<file path="src/rtl/serial_addsub_pkg.sv">
// Shared types and helpers for the bit-serial adder/subtractor.
package serial_addsub_pkg;

  typedef enum logic [1:0] {
    IDLE  = 2'd0,
    SHIFT = 2'd1,
    DONE  = 2'd2
  } state_t;

  // Bits needed to count 0..n-1 (n >= 2).
  function automatic int unsigned clog2(input int unsigned n);
    int unsigned r;
    int unsigned v;
    r = 0;
    v = n - 1;
    while (v > 0) begin
      r = r + 1;
      v = v >> 1;
    end
    return r;
  endfunction

endpackage

</file>
<file path="src/rtl/serial_addsub_piso_shift_reg.sv">
// Parallel-load, shift-right register with serial input at the MSB.
module piso_shift_reg
  import serial_addsub_pkg::*;
#(
  parameter int unsigned WIDTH = 4
) (
  input  logic             clk,
  input  logic             rst_n,
  input  logic             load,
  input  logic             shift,
  input  logic [WIDTH-1:0] d,
  input  logic             sin,
  output logic [WIDTH-1:0] q
);

  always_ff @(posedge clk) begin
    if (!rst_n) begin
      q <= '0;
    end else if (load) begin
      q <= d;
    end else if (shift) begin
      q <= {sin, q[WIDTH-1:1]};
    end
  end

endmodule

</file>
<file path="src/rtl/serial_addsub.sv">
// Bit-serial adder/subtractor, LSB first, one full-adder slice.
// Optional signed-overflow output enabled by SERIAL_ADDSUB_OVF_EN.
module serial_addsub
  import serial_addsub_pkg::*;
#(
  parameter int unsigned WIDTH = 4
) (
  input  logic             clk,
  input  logic             rst_n,
  input  logic             start,
  input  logic             sub,
  input  logic [WIDTH-1:0] a,
  input  logic [WIDTH-1:0] b,
  output logic             busy,
  output logic             done,
  output logic [WIDTH-1:0] sum,
  output logic             cout
`ifdef SERIAL_ADDSUB_OVF_EN
  ,
  output logic             ovf
`endif
);

  localparam int unsigned CW = clog2(WIDTH);

  state_t          state, state_nxt;
  logic            load, shift, last;
  logic [CW-1:0]   cnt;
  logic            carry;
  logic            s, c;
  logic [WIDTH-1:0] a_q, b_q;
  logic            unused_b_upper;

  assign unused_b_upper = ^b_q[WIDTH-1:1];
  assign last = (cnt == CW'(WIDTH - 1));
  assign {c, s} = {1'b0, a_q[0]} + {1'b0, b_q[0]} + {1'b0, carry};

  piso_shift_reg #(.WIDTH(WIDTH)) u_a_sr (
    .clk   (clk),
    .rst_n (rst_n),
    .load  (load),
    .shift (shift),
    .d     (a),
    .sin   (s),
    .q     (a_q)
  );

  piso_shift_reg #(.WIDTH(WIDTH)) u_b_sr (
    .clk   (clk),
    .rst_n (rst_n),
    .load  (load),
    .shift (shift),
    .d     (b ^ {WIDTH{sub}}),
    .sin   (1'b0),
    .q     (b_q)
  );

  always_ff @(posedge clk) begin
    if (!rst_n) begin
      state <= IDLE;
    end else begin
      state <= state_nxt;
    end
  end

  always_comb begin
    state_nxt = state;
    load      = 1'b0;
    shift     = 1'b0;
    busy      = 1'b0;
    done      = 1'b0;
    case (state)
      IDLE: begin
        if (start) begin
          load      = 1'b1;
          state_nxt = SHIFT;
        end
      end
      SHIFT: begin
        busy  = 1'b1;
        shift = 1'b1;
        if (last) state_nxt = DONE;
      end
      DONE: begin
        done = 1'b1;
        if (start) begin
          load      = 1'b1;
          state_nxt = SHIFT;
        end else begin
          state_nxt = IDLE;
        end
      end
      default: state_nxt = IDLE;
    endcase
  end

  // Result is captured into its own register on the last shift so that the
  // outputs stay stable while a back-to-back operation reuses the A register.
  always_ff @(posedge clk) begin
    if (!rst_n) begin
      carry <= 1'b0;
      cnt   <= '0;
      sum   <= '0;
      cout  <= 1'b0;
`ifdef SERIAL_ADDSUB_OVF_EN
      ovf   <= 1'b0;
`endif
    end else if (load) begin
      carry <= sub;
      cnt   <= '0;
    end else if (shift) begin
      carry <= c;
      cnt   <= last ? '0 : cnt + CW'(1);
      if (last) begin
        sum  <= {s, a_q[WIDTH-1:1]};
        cout <= c;
`ifdef SERIAL_ADDSUB_OVF_EN
        ovf  <= carry ^ c;
`endif
      end
    end
  end

endmodule
</file>
<file path="config.mk">
export PLATFORM = sky130hd
export DESIGN_NAME = serial_addsub
export DESIGN_NICKNAME = d
export VERILOG_FILES = /design/src/rtl/serial_addsub_pkg.sv /design/src/rtl/serial_addsub_piso_shift_reg.sv /design/src/rtl/serial_addsub.sv
export SDC_FILE = /design/constraint.sdc
export NUM_CORES = 1
export LEC_CHECK = 0
export CORE_MARGIN = 2
export CORE_UTILIZATION = 30
export DETAILED_ROUTE_END_ITERATION = 6
export SLEW_MARGIN = 15
export SYNTH_ARGS = -nofsm -noshare
export SYNTH_HDL_FRONTEND = slang
export SYNTH_SLANG_ARGS = --single-unit
</file>
<file path="constraint.sdc">
create_clock -name clk -period 2.38 [get_ports clk]
set_input_delay 0.238 -clock clk [delete_from_list [all_inputs] [get_ports clk]]
set_output_delay 0.238 -clock clk [all_outputs]
set_load 0.02 [all_outputs]
</file>
# Word-level counts from Yosys, hierarchy flattened
# Cells that the tools add are included.
dict set report word_totals {
  ff_bits 18
  word_cells 39
}
dict set report op_classes {
  bitwise_logic 3
  addsub 3
  mux 15
  n_reduce_logical 6
  eq_ne 5
}
# operator count
set op_table {}
lappend op_table {{2-to-1 mux 4 bit} 4}
lappend op_table {{2-to-1 mux 1 bit} 7}
lappend op_table {{2-to-1 mux 2 bit} 3}
lappend op_table {{one-hot mux 2 bit (3 select lines)} 1}
lappend op_table {{equality test 2 bit, second input constant} 2}
lappend op_table {{inequality test 2 bit, second input constant} 2}
lappend op_table {{OR reduction 2 bit} 2}
lappend op_table {{XOR 4 bit} 1}
lappend op_table {{AND reduction 3 bit} 1}
lappend op_table {{adder 1 x 1 -> 2 bit} 1}
lappend op_table {{adder 2 x 1 -> 2 bit} 1}
lappend op_table {{adder 2 x 1 -> 2 bit, second input constant} 1}
lappend op_table {{equality test 2 x 1 -> 1 bit, second input constant} 1}
lappend op_table {{zero test 2 bit} 1}
lappend op_table {{inverter 1 bit} 2}
lappend op_table {{AND reduction 2 bit} 1}
lappend op_table {{nonzero test 2 bit} 1}

# Depth between registers and ports, before layout
dict set report depth {
  depth_word 5
  depth_mapped 5
  mapped_depth_nobuf 4
}

# Modules after synthesis
# Synthesis repeated with hierarchy kept, for this count alone.
dict set report hier_totals {
  hier_cells 79
  hier_area_um2 852.1
}
# module area_each_um2 cells_each instances
set by_module_without_submodules {}
lappend by_module_without_submodules {serial_addsub 471.7 47 1}
lappend by_module_without_submodules {piso_shift_reg 190.2 16 2}

# Least setup slack after synthesis
# OpenSTA, ideal clock, no wires.
dict set report synth_path {
  path_kind {register -> register}
  startpoint {register cnt[0]}
  endpoint {register cnt[0]}
  setup_slack_ns 1.205
  arrival_ns 1.105
  n_path_buf 1
  required_time_ns 2.310
  setup_ns 0.070
  path_stages_with_launch 5
  path_cell_list {dfxtp_1 > ha_1 > clkbuf_1 > or3_1 > a21oi_1}
}
dict set report synth_between {
  elab_chain_cells 2
}
# element line
set synth_rtl {}
lappend synth_rtl {{from (decl)} serial_addsub.sv:28} ;# logic [CW-1:0] cnt;
lappend synth_rtl {{from (signal assigned)} serial_addsub.sv:113} ;# cnt <= last ? '0 : cnt + CW'(1);
lappend synth_rtl {{adder 2 x 1 -> 2 bit / equality test 2 bit (equally long branches)} {serial_addsub.sv:113, serial_addsub.sv:35}}
lappend synth_rtl {{2-to-1 mux 2 bit *} serial_addsub.sv:113}
# Every way passes the cells marked *; elsewhere a longest branch is shown, timed or not.
# A chain may end at the register's enable or synchronous reset.

# Worst setup path after layout
dict set report layout_path {
  startpoint {register state[1]}
  endpoint {output busy}
}
dict set report layout_between {
  elab_chain_cells 2
}
# element line
set layout_rtl {}
lappend layout_rtl {{from (decl)} serial_addsub.sv:26} ;# state_t state, state_nxt;
lappend layout_rtl {{from (signal assigned)} serial_addsub.sv:62} ;# state <= state_nxt;
lappend layout_rtl {{equality test 2 x 1 -> 1 bit} serial_addsub.sv:72} ;# case (state)
lappend layout_rtl {{2-to-1 mux 1 bit} serial_addsub.sv:72}
lappend layout_rtl {{to (decl)} serial_addsub.sv:14} ;# output logic busy,
# No other way between the ends.

==> impl_summary.txt <==
----------------------------------------------------
[CTS]
  Num Clock Sinks ... 18
  Quantity of hold-fixing buffers added after cts ... 0
  CTS Buf Count ... 3
  Register clock-pin slew on the reported worst setup and hold paths ... approximately 0.10 ns
  Max clock buf depth ... 2
  Clock tree from TritonCTS ... done
  Cell chosen for the clock root ... clkbuf_4
  Clk_lat worst skew ... approximately 0.29 ns
  Clock H-tree levels ... 1
  Number of instances resized during post-cts repair ... 0
  Number of setup buffers added after CTS ... 0

[Worst setup path]
  Cell-by-cell trace of the critical path ... nand2b_2, inv_2, clkdlybuf4s50_1
  Kind of start point of the critical path ... flop
  Data required time of the critical path ... 2.14 ns
  Reg2reg path depth ... 4
  Worst r2r dst ... u_a_sr.q[3]
  Critical R2R Launch ... state[1]
  CP max stage cell ... clkdlybuf4s50_1
  Crit path DAT ... between 1.5 and 2 ns
  CP Max Fanout ... 16
  Bufs and invs on worst path ... 2
  Launch point of the critical path ... state[1]
  Worst R2R Setup Slack ... approximately 1.1 ns
  Element type at the critical path end ... primary output
  Worst setup path category ... reg2out
  Peak per-stage delay on the critical path ... roughly 0.66 ns
  Family of cells with the greatest summed delay on the critical path ... buffers and inverters

[Routing]
  Iteration count of the initial detailed-routing pass ... 4
  Number of design rule violations left after detail routing ... 0
  Drt via density ... ~5.0
  Iter 0 DRT Violations ... 10
  Detailed-route via count ... roughly 670
  Detailed Route WL ... about 1.6 mm
  Wire length per cell ... about 12 µm
  Antenna Nets Post-Route ... 0

[Logic synthesis]
  Portion of the post-synthesis area used by sequential elements ... 44.4%
  Mean cell area of the mapped netlist ... a little over 9 µm²
  Fraction of registers with async set or reset after synthesis ... 0%
  Number of synthesized flops with an enable pin ... 0
  Net count of the mapped netlist ... between 100 and 150
  Post-Synthesis Cell Area ... about 810 µm²
  Prevailing post-synth register cell ... dfxtp_1
  Number of standard cells after synthesis ... ~90
  Unique cell type count in the Yosys netlist ... 21
  #FFs+latches synth ... 18
  Synth warnings ... 0

[Final layout]
  Area delta synth->final ... 26.5%
  Final design instance area without fill ... just over 1000 µm²
  Layout cell share with drive strength beyond 1 ... 5.77%
  Multi-input gate area ... 409 µm²
  FF+latch area ... between 300 and 400 µm²
  Post-layout nets ... around 120
  Number of fill cells ... roughly 280
  Ant. Diodes ... 0

[Floorplanning]
  Floorplan core area ... between 2000 and 3000 µm²
  Cell Rows ... 18
  Die footprint ... 3140 µm²
  Horizontal extent of the die ... 56.0 µm
  Initial standard-cell utilization of the core ... 32.2%
  Io pins ... 19
  Die H ... 56.0 µm

[Global routing]
  Total congestion overflow ... 0
  Global-route track usage on met2 ... between 10% and 20%
  Number of antenna violations at the first check in global routing ... 0
  Maximum number of pins on one net before global-route repair ... 18
  Global Route met3 Usage ... ~2.8%
  Via count of the first global-routing pass ... 605
  Total global routing track utilization ... 10.8%
  Busiest metal layer after global routing ... met2
  Wire length of the first global-routing pass ... around 2.7 mm
  Met1 Track Usage GR ... 13.4%

[STA]
  Worst path setup slack after routing ... between 0.2 and 0.3 ns
  Final-report max-slew violation count ... 0
  Final period util ... 88.2%
  Final hold vios ... 0
  Transition time at the pin with the least slew margin ... approximately 0.64 ns
  Fin Clk Skew ... between 0.0007 and 0.0008 ns
  Setup repair after global routing missed its margin ... false
  Max-slew headroom at the worst pin ... between 50% and 60%
  Setup TNS ... 0 ns
  Shortest period the worst path allows ... about 2.1 ns
  Maximum achievable frequency ... ~480 MHz
  # setup viols final ... 0

[Status]
  Result of the run ... finished, final reports clean

[Placement]
  Gpl congestion ... between 0.6 and 0.7
  Buffers on Ports ... 18
  Worst slack at placement ... approximately 0.6 ns
  Placed Instance Area ... ~1000 µm²
  HPWL Detailed ... 1.14 mm

[Flow run]
  Max-Cap Viols ... 0

[Min path]
  Number of stages on the worst hold path ... 2
  Endpoint with the worst hold slack ... sum[0]
  Min-Delay Startpoint ... sum[0]
  Min-Delay Path Class ... reg2reg

[Pwr]
  Standby leakage power ... about 0.00037 µW
  Peak VDD IR ... roughly 260 µV
  Power per unit of standard cell area ... approximately 580 nW/µm²

----------------------------------------------------
[cells in the mapped netlist (2+ instances only)]
master	count	area share [%]
dfxtp_1	18	44
a21boi_1	14	13
nand3_1	14	8.6
nand2_1	10	4.6
a22oi_1	8	7.4
buf_2	4	2.5
xor2_1	4	4.3
a21oi_1	2	1.2
clkbuf_1	2	0.92
nor2b_1	2	1.5
[through the flow]
step                      total power [µW]  cells  util (%)  hold slack, ns
after detailed placement               420    130      39.3           0.449
after floorplan                        390     89         -           0.391
after global routing                   633    134      40.7           0.486
after global placement                 418    130      39.3           0.443
final                                  600    134      40.7           0.459
after CTS                              609    134      40.7           0.464
[worst reg2reg max path: cells and delay by family (launching register included)]
family                 cells  cell delay, ns
AND/OR/NAND/NOR            1            0.30
AO/OA/AOI/OAI              2            0.31
buffers and inverters      1            0.28
flip-flops                 1            0.33
[power breakdown]
part | switching, µW | leakage, µW | internal [µW]
sequential | 10.7 | 0.000147 | 316
clock | 93.2 | 0.0000210 | 93.2
combinational | 44.4 | 0.000205 | 43.0
total | 148 | 0.000372 | 452
[how the worst max path moves through the flow]
stage	endpoint	slack (ns)	depth (start not counted)
after floorplan	cnt[0]	1.20	4
after global placement	busy	0.63	3
after detailed placement	busy	0.61	3
after CTS	busy	0.27	3
after global routing	busy	0.16	3
final	busy	0.28	3
[logic make-up after synthesis]
| group | after synthesis | synth area share (%) |
|---|---|---|
| fa+ha+maj | 2 | 4.01 |
| buf+inv | 8 | 5.24 |
| compound gates | 25 | 22.2 |
| flops | 18 | 44.4 |
| simple gates | 32 | 19.9 |
| xor+xnor | 4 | 4.31 |
[cell type report]
type / instances / area share [%]
Clock buffer: 4 / 3.53
Inverter: 1 / 0.365
Multi-Input combinational cell: 63 / 39.8
Sequential cell: 18 / 35.1
Tap cell: 30 / 3.65
Timing Repair Buffer: 18 / 17.5
[sequential cells by signal, indices dropped and copies added (netlist names)]
register / cells
cout: 1
sum: 4
cnt: 2
carry: 1
u_b_sr.q: 4
u_a_sr.q: 4
state: 2
[cell usage in the layout, fill, tap and decap left out, drive strengths merged]
cell type / n
nor2b: 2
and2: 1
or3: 1
nand3: 14
and3: 1
a22oi: 8
a21oi: 2
o21ai: 1
nand3b: 1
xor2: 4
inv: 1
fa: 1
dfxtp: 18
ha: 1
clkbuf: 4
nand2: 10
a21boi: 14
clkdlybuf4s50: 18
nand2b: 2
[routing by layer]
layer  up-vias  wire (µm)
li1        342          -
met1       307        768
met2        18        744
met3         4         79
met4         0         28
met5         -          0
No activity file was read; power rests on OpenSTA's default activity.
